File: config.mk
export PLATFORM = sky130hd
export DESIGN_NAME = param_fifo_loop
export DESIGN_NICKNAME = d
export VERILOG_FILES = /design/src/rtl/param_fifo_loop.sv
export SDC_FILE = /design/constraint.sdc
export NUM_CORES = 1
export LEC_CHECK = 0
export ABC_AREA = 1
export CAP_MARGIN = 10
export CORE_AREA = 2 2 149 151
export CTS_BUF_LIST = sky130_fd_sc_hd__clkbuf_8
export DETAILED_ROUTE_END_ITERATION = 6
export DIE_AREA = 0 0 151 153
export GPL_ROUTABILITY_DRIVEN = 0
export HOLD_SLACK_MARGIN = 0.03
export PLACE_DENSITY = 0.58
export SETUP_SLACK_MARGIN = 0.1
export SLEW_MARGIN = 20
export SYNTH_ARGS = -nofsm -noshare
export SYNTH_HDL_FRONTEND = slang
export SYNTH_SLANG_ARGS = --single-unit
File: constraint.sdc
create_clock -name clk -period 6.3 [get_ports clk]
set_clock_uncertainty 0.05 [all_clocks]
set_input_delay 1.89 -clock clk [delete_from_list [all_inputs] [get_ports clk]]
set_output_delay 1.89 -clock clk [all_outputs]
set_load 0.02 [all_outputs]
File: src/rtl/param_fifo_loop.sv
// Self-checking FIFO loopback: pattern writer, synchronous FIFO and reader/checker.
// Runs fill/drain passes or continuous streaming between the two thresholds.
module param_fifo_loop #(
    parameter int DATA_W = 8,
    parameter int ADDR_W = 4,
    parameter int AF_LVL = 12,
    parameter int AE_LVL = 4
) (
    input  logic              clk,
    input  logic              rst,
    input  logic              en,
    input  logic              mode,
    output logic [DATA_W-1:0] q,
    output logic              q_vld,
    output logic [ADDR_W:0]   usedw,
    output logic              full,
    output logic              empty,
    output logic              almost_full,
    output logic              almost_empty,
    output logic              err,
    output logic [15:0]       pass_cnt
);
    localparam int DEPTH = 2 ** ADDR_W;
    localparam logic [ADDR_W:0] U_FULL = (ADDR_W + 1)'(DEPTH);
    localparam logic [ADDR_W:0] U_LAST = (ADDR_W + 1)'(DEPTH - 1);
    localparam logic [ADDR_W:0] U_ONE = (ADDR_W + 1)'(1);
    localparam logic [ADDR_W:0] U_AF = (ADDR_W + 1)'(AF_LVL);
    localparam logic [ADDR_W:0] U_AE = (ADDR_W + 1)'(AE_LVL);
    localparam logic [DATA_W-1:0] D_ONE = DATA_W'(1);

    typedef enum logic [1:0] {
        IDLE,
        FILL,
        DRAIN,
        STREAM
    } state_e;

    state_e state_q, state_d;

    logic [DATA_W-1:0] mem_q [DEPTH];
    logic [ADDR_W:0]   wr_ptr_q, rd_ptr_q;
    logic [DATA_W-1:0] wdat_q, exp_q, q_q;
    logic              vld_q, err_q;
    logic [15:0]       pass_q, pass_d;
    logic              wrreq, rdreq, wr_en, rd_en, mism;

    assign usedw        = wr_ptr_q - rd_ptr_q;
    assign full         = (usedw == U_FULL);
    assign empty        = (usedw == '0);
    assign almost_full  = (usedw >= U_AF);
    assign almost_empty = (usedw <= U_AE);

    // Flag a bad word in the same cycle it is presented, then hold it
    assign mism     = vld_q && (q_q != exp_q);
    assign err      = err_q | mism;
    assign q        = q_q;
    assign q_vld    = vld_q;
    assign pass_cnt = pass_q;

    always_comb begin
        state_d = state_q;
        pass_d  = pass_q;
        wrreq   = 1'b0;
        rdreq   = 1'b0;
        unique case (state_q)
            FILL:    wrreq = en;
            DRAIN:   rdreq = en;
            STREAM: begin
                wrreq = en && (usedw < U_AF);
                rdreq = en && (usedw > U_AE);
            end
            default: ;
        endcase
        wr_en = wrreq && !full;
        rd_en = rdreq && !empty;
        unique case (state_q)
            IDLE:    state_d = mode ? STREAM : FILL;
            FILL:    if (wr_en && usedw == U_LAST) state_d = DRAIN;
            DRAIN: begin
                if (rd_en && usedw == U_ONE) begin
                    state_d = FILL;
                    if (pass_q != 16'hFFFF) pass_d = pass_q + 16'd1;
                end
            end
            default: ;
        endcase
        if (!en) state_d = IDLE;
    end

    always_ff @(posedge clk) begin
        if (wr_en) mem_q[wr_ptr_q[ADDR_W-1:0]] <= wdat_q;
    end

    always_ff @(posedge clk or posedge rst) begin
        if (rst) begin
            state_q  <= IDLE;
            wr_ptr_q <= '0;
            rd_ptr_q <= '0;
            wdat_q   <= '0;
            exp_q    <= '0;
            q_q      <= '0;
            vld_q    <= 1'b0;
            err_q    <= 1'b0;
            pass_q   <= '0;
        end else begin
            state_q <= state_d;
            pass_q  <= pass_d;
            vld_q   <= rd_en;
            if (wr_en) begin
                wr_ptr_q <= wr_ptr_q + U_ONE;
                wdat_q   <= wdat_q + D_ONE;
            end
            if (rd_en) begin
                rd_ptr_q <= rd_ptr_q + U_ONE;
                q_q      <= mem_q[rd_ptr_q[ADDR_W-1:0]];
            end
            if (vld_q) begin
                exp_q <= exp_q + D_ONE;
                if (mism) err_q <= 1'b1;
            end
        end
    end
endmodule
Yosys cells after proc, flatten, opt, wreduce, memory -nomap -nowiden --
Memory sizes are Yosys's and may differ from the RTL's. A register that Yosys moved wholly into a read port is not among the register bits. Index checks and enable logic that the tools add are counted. Widths: inputs -> output; s select.
Word-level totals: bits of input ports 4, output and inout port bits 35, register bits after elaboration 46, RAM bits 128, word-level logic and storage cells 54, memories kept 1
Operators by class: mux-type cells 9, bitwise gates (word level) 1, reductions and logical operators 14, magnitude comparators 4, eq/ne operators 11, add/sub/neg operators 6
Memory list:
- mem_q | depth 16, bits a word 8, read ports 1, clocked after memory_dff 1, wr ports 1, RTL line 40 | logic [DATA_W-1:0] mem_q [DEPTH];
Operator list (count):
- $add 16x1->16 const B | 1
- $add 8x1->8 const B | 2
- $ne 16x16->1 const B | 1
- $add 5x1->5 const B | 2
- $mux 2 | 4
- $ne 8x8->1 | 1
- $logic_and 1x1->1 | 7
- $ne 3x3->1 const B | 2
- $pmux 2 s3 | 1
- $reduce_and 3->1 | 2
- $eq 5x1->1 const B | 1
- $eq 5x4->1 const B | 1
- $eq 5x5->1 const B | 1
- $ge 5x4->1 const B | 1
- $gt 5x3->1 const B | 1
- $le 5x3->1 const B | 1
- $logic_not 5->1 | 1
- $lt 5x4->1 const B | 1
- $sub 5x5->5 | 1
- $eq 2x2->1 const B | 2
- $ne 4x1->1 const B | 1
- $pmux 1 s2 | 2
- $eq 2x1->1 const B | 1
- $logic_not 1->1 | 2
- other kinds (4) | 5

Longest topological paths before layout --
depth after elaboration 9, mapped depth 15, mapped depth without buffers 14

Worst setup path before layout --
No wires, ideal clock.
kind register -> output, start register rd_ptr_q[1], end output full, data required time 4.360 ns, arrival 2.218 ns, stages on the path, launching flop included 10, path slack 2.142 ns, path through dfrtp_1 inv_1 clkbuf_1 fa_1 inv_1 nand2_1 nor3_2 nand2_1 buf_2 inv_1
On the way: word-level cells in the longest chain between the ends 2
Ends and longest elaborated chain:
- start, declared | RTL line 41 | logic [ADDR_W:0] wr_ptr_q, rd_ptr_q;
- start signal, assigned | RTL line 114 | rd_ptr_q <= rd_ptr_q + U_ONE;
- $sub 5x5->5 | RTL line 47 | assign usedw = wr_ptr_q - rd_ptr_q;
- net usedw[1] | RTL line 15 | output logic [ADDR_W:0] usedw,
- $eq 5x5->1 | RTL line 48 | assign full = (usedw == U_FULL);
- end, declared | RTL line 16 | output logic full,
The timed path passes the listed nets, and every way through them passes these cells.

Final worst setup path --
start register rd_ptr_q[2], end output empty
On the way: word-level cells in the longest chain between the ends 2
Ends and longest elaborated chain:
- $sub 5x5->5 | RTL line 47
- $logic_not 5->1 | RTL line 49 | assign empty = (usedw == '0);
- end, declared | RTL line 17 | output logic empty,
Every way passes these cells.

==> results.sh <==
export IMPL_status="completed"
export IMPL_drive_gt1_share_pct=7.54
export IMPL_start_util_pct=39.5
export IMPL_ant_nets=0
export IMPL_die_area_sq_mm=0.0231
export IMPL_io_buffers=38
export IMPL_synth_common_cells="nand2_1, edfxtp_1, nor2_1"
export IMPL_cts_root_buf="clkbuf_8"
export IMPL_cts_tree="done"
export IMPL_postCtsHoldBufs=0
export IMPL_cts_sinks=182
export IMPL_dieWidth_um=151
export IMPL_syn_area_sq_mm=0.00849
export IMPL_num_antenna_cells=0
export IMPL_avgSynthCellArea_sq_um=10.3
export IMPL_htree_levels=4
export IMPL_post_cts_resized=0
export IMPL_yosysSeqAreaShare_pct=61.2
export IMPL_grt_pass1_vias=5881
export IMPL_max_slew_margin_pct=32.9
export IMPL_p_leak_uw=0.00361
export IMPL_rsz0062_at_grt="no"
export IMPL_row_count=54
export IMPL_grt_max_degree=69
export IMPL_yosys_top_cells_area="edfxtp_1, dfrtp_1, nand2_1, nor2_1, nand3_1"
export IMPL_async_flop_share_pct=29.7
export IMPL_cp_arrival_ps=3590
export IMPL_post_dp_hpwl_um=13600
export IMPL_ios=39
export IMPL_synth_cells=821
export IMPL_setup_violations=0
export IMPL_grt_first_pass_wirelength_um=33400
export IMPL_post_cts_buffers=0
export IMPL_first_iter_violations=433
export IMPL_antenna_found_initial=0
export IMPL_worstPathMaxFanout=14
export IMPL_ys_flop_type="edfxtp_1"
export IMPL_clockBufferDepth=2
export IMPL_clock_latency_ps=480
export IMPL_core_area_sq_mm=0.0215
export IMPL_drc=0
export IMPL_crit_type="reg -> out"
export IMPL_critPathMaxStageDelay_ps=680
export IMPL_first_pass_iters=7
export IMPL_crit_path_start_kind="flip-flop"
export IMPL_fin_util_pct=44.3
export IMPL_drv_cap=0
export IMPL_synth_most_common_cell="nand2_1"
export IMPL_endpoint_kind="output port"
export IMPL_slew_viol_final=0
export IMPL_cp_cell_sequence="clkinv_1, ha_1, a21oi_2, nand2_1, nand2_2, nand2_4, nor3_2, nand2_1, buf_4, inv_1, clkdlybuf4s50_1"
export IMPL_worstMarginPinSlew_ps=1010
export IMPL_cts_made_buffers=17
export IMPL_min_period_ps=5530
export IMPL_vias=5947
export IMPL_path_delay_family="buffers and inverters"
export IMPL_grt_overflow_total=0
export IMPL_cpMostUsedCell="nand2_1"
export IMPL_area_growth_syn_to_layout_pct=12.1
export IMPL_ys_types=36
export IMPL_synth_edff_count=128
export IMPL_syn_nets=842
export IMPL_synth_warnings=0
export IMPL_slowest_stage="dfrtp_1"
export IMPL_pre_cts_slack_ps=1320
export IMPL_tns_ps=0
export IMPL_synth_top_cell_by_area="edfxtp_1"
export IMPL_ys_seq_elements=182
export IMPL_fmax_mhz=181
export IMPL_hold_viol_final=0
export IMPL_drt_vias_per_instance=5.21
export IMPL_fin_nets=870
export IMPL_critical_path_buf_inv_count=4
export IMPL_wire_per_inst_um=18.4
export IMPL_die_h_um=153
export IMPL_irDropWorstVdd_mv=0.297
export IMPL_cellPowerDensity_mw_per_mm2=444
export IMPL_hold_class="reg -> reg"
export IMPL_min_period_over_period_pct=87.7
export IMPL_wirelength_um=21000
export IMPL_fin_ws_ps=774
export IMPL_netlist_area_leader_share_pct=45.3
export IMPL_path_clk_slew_ps=110
export IMPL_whs_ps=442
export IMPL_grt_usage_pct=19.2
export IMPL_worstPathRequired_ps=4360
## logic make-up after synthesis
family	share of synthesized area (%)
AND/OR/NAND/NOR	20.6
flip-flops	61.2
AO/OA/AOI/OAI	7.45
buffers and inverters	4.27
XOR/XNOR	3.90
adder cells (fa/ha/maj)	2.59
## final timing paths
| check | end | start | slack [ps] | depth (start not counted) |
|---|---|---|---|---|
| worst max-delay path | empty | rd_ptr_q[2] | 770 | 11 |
| worst min-delay path | err_q | err_q | 440 | 1 |
| worst max register to register | mem_q[12][4] | rd_ptr_q[2] | 1910 | 11 |
| worst min register to register | err_q | err_q | 440 | 1 |
| max in group asynchronous | rd_ptr_q[3] | rst | 3820 | 3 |
| min in group asynchronous | state_q[0] | rst | 1870 | 3 |
## placed cells by master (no fill, tap or decap), drive strengths merged
cell type,instances
fa,1
dfrtp,54
nor4,1
nand3b,2
clkdlybuf4s50,38
edfxtp,128
o211ai,18
buf,6
or2,1
a211oi,1
clkbuf,17
xor2,18
nand2,181
nor2,120
nand3,71
o21bai,2
ha,16
a21oi,2
nor3,9
o21ai,70
xnor2,19
inv,52
clkinv,9
o22ai,16
nand4,10
## flip-flops by register name, summed over array words and instances (netlist names)
signal	flops
err_q	1
exp_q	8
mem_q	128
pass_cnt	16
q	8
q_vld	1
rd_ptr_q	5
state_q	2
wdat_q	8
wr_ptr_q	5
## routing by layer
metal  part of all wire [%]  vias up  wire (um)  track usage (%)
met5                      0        -          0                0
met4                   0.75        0        157             4.49
met3                    6.8       10       1430             4.51
met2                     48      184      10100             30.0
met1                     45     2894       9390             27.2
li1                       -     2859          -                -
## final cells by class
type / instances / area (sq um)
Sequential cell: 182 / 5200
Inverter: 46 / 173
Timing Repair Buffer: 44 / 425
Multi-Input combinational cell: 558 / 2940
Clock inverter: 15 / 209
Clock buffer: 17 / 234
Tap cell: 280 / 350
Fill cell: 2071 / 12000
## stage by stage
stage               cells  power [uW]  area (sq um)
CTS                  1142        4250          9520
detailed placement   1110        3410          9080
finish               1142        4230          9520
global route         1142        4500          9520
floorplan             821        2780          8490
global placement     1110        3400          9080
## power breakdown
| group | switching, uW | internal, uW | total [uW] |
|---|---|---|---|
| clock | 525 | 319 | 844 |
| combinational | 1150 | 581 | 1730 |
| sequential | 202 | 1450 | 1660 |
| total | 1870 | 2350 | 4230 |
No activity file was read; power rests on OpenSTA's default activity.
